[config.mk]
export PLATFORM = sky130hd
export DESIGN_NAME = gate_input_debouncer
export DESIGN_NICKNAME = d
export VERILOG_FILES = /design/src/rtl/gate_input_debouncer.sv
export SDC_FILE = /design/constraint.sdc
export NUM_CORES = 1
export LEC_CHECK = 0
export BUFFER_PORTS_ARGS = -buffer_cell sky130_fd_sc_hd__buf_2
export CORE_MARGIN = 3
export CORE_UTILIZATION = 28
export DETAILED_ROUTE_END_ITERATION = 6
export PLACE_DENSITY = 0.45
export SLEW_MARGIN = 20
export SYNTH_ARGS = -nofsm -noshare
export SYNTH_HDL_FRONTEND = slang
export SYNTH_SLANG_ARGS = --single-unit
[constraint.sdc]
create_clock -name clk -period 1.9 [get_ports clk]
set_input_delay 0.19 -clock clk [delete_from_list [all_inputs] [get_ports clk]]
set_output_delay 0.19 -clock clk [all_outputs]
set_load 0.02 [all_outputs]
[src/rtl/gate_input_debouncer.sv]
// Per-channel 2-flop synchroniser plus debounce FSM producing clean registered levels.
// Define DEBOUNCE_EDGE_EN to add registered rise_pulse/fall_pulse outputs.
module gate_input_debouncer #(
  parameter int N_CH            = 3,
  parameter int CNT_W           = 4,
  parameter int DEBOUNCE_CYCLES = 10
) (
  input  logic            clk,
  input  logic            rst_n,
  input  logic [N_CH-1:0] raw_in,
  output logic [N_CH-1:0] clean_out,
  output logic            busy
`ifdef DEBOUNCE_EDGE_EN
  ,
  output logic [N_CH-1:0] rise_pulse,
  output logic [N_CH-1:0] fall_pulse
`endif
);

  typedef enum logic {STABLE, PENDING} state_e;

  localparam logic [CNT_W-1:0] DB_CNT = CNT_W'(DEBOUNCE_CYCLES);

  logic [N_CH-1:0] pend_d;
  logic            busy_q;

  for (genvar g = 0; g < N_CH; g++) begin : g_ch
    state_e           state_q, state_d;
    logic             s1_q, s2_q;
    logic [CNT_W-1:0] cnt_q, cnt_d;
    logic             clean_q, clean_d;

    always_ff @(posedge clk or negedge rst_n) begin
      if (!rst_n) begin
        s1_q    <= 1'b0;
        s2_q    <= 1'b0;
        state_q <= STABLE;
        cnt_q   <= '0;
        clean_q <= 1'b0;
      end else begin
        s1_q    <= raw_in[g];
        s2_q    <= s1_q;
        state_q <= state_d;
        cnt_q   <= cnt_d;
        clean_q <= clean_d;
      end
    end

    always_comb begin
      state_d = state_q;
      cnt_d   = cnt_q;
      clean_d = clean_q;
      case (state_q)
        STABLE: begin
          if (s2_q != clean_q) begin
            // A single-cycle debounce accepts straight away without a PENDING visit.
            if (DEBOUNCE_CYCLES == 1) begin
              clean_d = s2_q;
            end else begin
              state_d = PENDING;
              cnt_d   = CNT_W'(1);
            end
          end
        end
        PENDING: begin
          if (s2_q == clean_q) begin
            state_d = STABLE;
            cnt_d   = '0;
          end else if (cnt_q == DB_CNT) begin
            clean_d = s2_q;
            cnt_d   = '0;
            state_d = STABLE;
          end else begin
            cnt_d = cnt_q + CNT_W'(1);
          end
        end
      endcase
    end

    assign pend_d[g]    = (state_d == PENDING);
    assign clean_out[g] = clean_q;

`ifdef DEBOUNCE_EDGE_EN
    logic rise_q, fall_q;

    // Pulses are registered from the same next-state as clean_q, so they align with it.
    always_ff @(posedge clk or negedge rst_n) begin
      if (!rst_n) begin
        rise_q <= 1'b0;
        fall_q <= 1'b0;
      end else begin
        rise_q <= clean_d & ~clean_q;
        fall_q <= ~clean_d & clean_q;
      end
    end

    assign rise_pulse[g] = rise_q;
    assign fall_pulse[g] = fall_q;
`endif
  end

  always_ff @(posedge clk or negedge rst_n) begin
    if (!rst_n) busy_q <= 1'b0;
    else        busy_q <= |pend_d;
  end

  assign busy = busy_q;

endmodule
==> results.env <==
OUTCOME='finished clean'
DESIGN.PORTCOUNT=9
VDD.IR_DROP.WORST_mV=0.297
GP_ROUTABILITY_CONGESTION=0.814
YOSYSUNIQUECELLTYPES=32
FLOORPLAN.INITIALDENSITY_PCT=29.6
VIAS_IN_THE_FIRST_GLOBAL_ROUTE=773
POSTROUTEANTENNANETS=0
NUMBER_OF_VIAS_AFTER_DETAILED_ROUTING=746
SYNTH-SEQ-AREA-SHARE_PCT=52.0
DRIVE_GT1_SHARE_PCT=15.0
SETUP_VIOL=0
FINAL.HOLD.WORST_SLACK_PS=25.1
ANTENNA-DIODE-COUNT=0
CRIT_PATH_END_KIND='register'
TOTAL_POWER_AFTER_LAYOUT_mW=1.27
DRC=0
CLK-INSERTION-DELAY-LATE_PS=260
WORSTPATHCELLLIST='inv_1, ha_1, and3b_1, a21oi_1, or3_1'
DIE_Y_UM=71.5
PATH_CLASS='reg -> reg'
TIMING.HOLD.WORST_PATH_DEPTH=1
FINAL-SEQ-AREA_UM2=626
POWER-PER-CELL-AREA_mW_PER_MM2=955
CORE.ROWCOUNT=23
CTS.ROOT.BUFFER_CELL='sky130_fd_sc_hd__clkbuf_8'
SYNTH.NET_COUNT=115
TIMING.FINAL.MAX_SLEW_VIOLATIONS=0
TIMING.CRITICAL_PATH.FROM_TYPE='register'
FINAL_CELL_MIX='25 x sky130_fd_sc_hd__dfrtp_1, 10 x sky130_fd_sc_hd__nand2_1, 8 x sky130_fd_sc_hd__buf_2'
COUNT_OF_YOSYS_WARNINGS_DURING_SYNTHESIS=0
GRT.TOTAL_USAGE_PCT=8.24
WORST-R2R-SETUP-SLACK_PS=390
WORST-R2R-CELL-COUNT=5
SLOWEST_STAGE='sky130_fd_sc_hd__dfrtp_1'
POWER.STATIC_LEAKAGE_nW=0.621
SYN2LAYOUT_AREA_GROWTH_PCT=10.8
WIRE_LENGTH_OF_THE_FIRST_GLOBAL_ROUTING_PASS_UM=3410
DRTITER0DRC=34
CLK_PIN_SLEW_WORST_PATHS_PS=90
FINALCLOCKSKEW_PS=4.38
SYN-CELL-AREA_MM2=0.00120
RESIDUAL_OVERFLOW_FROM_GLOBAL_ROUTING=0
HTREE_NUM_LEVELS=1
CORE_REGION_AREA_MM2=0.00406
TIGHTEST_SLEW_PS=556
CLOCK_TREE.BUFFER_DEPTH=2
TRITONCTS='built'
UTILIZATION_PCT=32.8
PLACE_HPWL_UM=1260
INITIAL_ANTENNA_VIOLATION_COUNT=0
FINAL_WORST_PATH_PERIOD_NEED_PS=1510
DR.PASS1.ITERS=2
CTS.SINK_COUNT=25
FINAL.SETUP.WORST_SLACK_PS=394
MULTI_INPUT_COMB_AREA_UM2=527
WORST-ENDPOINT-REQUIRED_PS=2050
LAYOUT_COMMONEST_CELL='sky130_fd_sc_hd__dfrtp_1'
CTS_MADE_BUFFERS=3
WORSTHOLDENDPOINT='g_ch[0].s1_q'
TIMING.CRITICAL_PATH.FANOUT_MAX=5
DIE_FOOTPRINT_MM2=0.00512
R2R_END='busy'
POST-PLACE-WS_PS=426
CRIT_PATH_MAX_INCR_DELAY_PS=420
TIMING_HOLD_VIOLATIONS_FINAL=0
POST_DRT_WL_PER_CELL_UM=11.0
RSZ0062_AT_GRT='false'
PORTBUFFERS=8
AVGSYNTHCELLAREA_UM2=11.6
FIN_TNS_SETUP_PS=0
CRITICAL_PATH_ARRIVAL_PS=1650
FMAXACHIEVABLE_GHz=0.664
LAYOUT.FILLER_CELLS=402
HOLD_CLASS='in -> reg'
SYNTH.FF_LATCH_COUNT=25
POST_SYNTH_INST_COUNT=104
DIE_W_UM=71.5
NUMBER_OF_NETS_IN_THE_LAYOUT=125
AVGVIACOUNTPERCELL=4.58
TIMING.FINAL.CRIT_SHARE_PCT=79.3
CTSRESIZECOUNT=0
MAXCAPVIOLATIONS=0
DRT-TOTAL-WL_UM=1800
MIN_FROM='raw_in[0]'
RR_STARTPOINT='g_ch[0].cnt_q[0]'
SLEW-LIMIT-HEADROOM_PCT=63.0
GRT_START_MAX_NET_PINS=26
[area by class of cell]
class / instances / share of cell area, %
multi-input combinational: 70 / 39.5
clock buffer: 4 / 3.38
tap: 50 / 4.69
timing repair buffer: 10 / 4.32
sequential: 25 / 46.9
inverter: 4 / 1.13
[power by group]
part           switching, mW  internal (mW)
clock network          0.162          0.150
logic                  0.124          0.140
registers             0.0942          0.603
total                  0.380          0.893
[cell families (layout without fill, tap and decap cells)]
group | count (synthesis) | in the layout | share of synthesized area [%]
buffers and inverters | 9 | 18 | 4.16
and+or+nand+nor | 31 | 31 | 15.0
AOI/OAI and AO/OA | 21 | 21 | 11.4
DFF | 25 | 25 | 52.0
adders and majority gates | 6 | 6 | 6.24
xor gates and xnor gates | 7 | 7 | 6.66
muxes | 5 | 5 | 4.47
[worst max-delay path by stage]
stage | startpoint | to | slack (ps) | cells after the start
finish | g_ch[0].cnt_q[0] | busy | 390 | 5
global route | g_ch[0].cnt_q[0] | busy | 320 | 5
CTS | g_ch[0].cnt_q[0] | busy | 410 | 5
detailed placement | g_ch[0].cnt_q[0] | busy | 430 | 5
global placement | g_ch[1].cnt_q[0] | busy | 470 | 5
floorplan | g_ch[0].cnt_q[0] | busy | 530 | 5
[worst max-delay path, delay by kind of cell, from the launching register on]
kind	cells	cell delay, ps
and+or+nand+nor	2	610
DFF	1	420
adders and majority gates	1	160
AOI/OAI and AO/OA	1	100
buffers and inverters	1	90
[per-stage QoR]
step	std cells	area, um2
detailed placement	158	1280
CTS	163	1330
global placement	158	1280
global route	163	1330
floorplan	104	1200
finish	163	1330
[registers in the layout, indices dropped and copies added, names as in the netlist]
name          count
busy              1
g_ch.clean_q      3
g_ch.cnt_q       12
g_ch.s1_q         3
g_ch.s2_q         3
g_ch.state_q      3
[cells in the mapped netlist (all sizes together)]
master | number | area, um2
o21a | 3 | 22.5
a21oi | 7 | 35.0
o32ai | 1 | 8.76
o21ai | 1 | 5.00
xnor2 | 3 | 45.1
and3b | 5 | 47.5
mux2 | 3 | 33.8
mux2i | 2 | 20.0
or3 | 1 | 6.26
a21boi | 2 | 15.0
nand2b | 2 | 12.5
nor3b | 1 | 7.51
or2 | 2 | 12.5
o31ai | 2 | 15.0
nand3b | 1 | 7.51
o2111ai | 1 | 8.76
xor2 | 4 | 35.0
or3b | 1 | 8.76
o2bb2ai | 1 | 8.76
nand2 | 10 | 37.5
inv | 4 | 15.0
nor2 | 2 | 7.51
o22ai | 3 | 18.8
nor2b | 1 | 6.26
nand4 | 1 | 6.26
dfrtp | 25 | 626
buf | 5 | 35.0
nand3 | 4 | 20.0
ha | 6 | 75.1
[metal layers]
| metal | vias to the layer above | share of wire [%] | track usage [%] | wire length (um) |
|---|---|---|---|---|
| met3 | 2 | 2.1 | 1.68 | 38 |
| li1 | 381 | - | - | - |
| met1 | 359 | 52 | 11.3 | 929 |
| met2 | 4 | 45 | 12.8 | 815 |
| met5 | - | 0 | 0 | 0 |
| met4 | 0 | 0.72 | 3.13 | 13 |
[timing repair]
item,CTS,global route
setup endpoints to repair,0,0
endpoints found under the hold margin,25,0
setup buffers,0,0
hold buffers,1,0
Note: power is estimated with default switching activity, not from simulation.
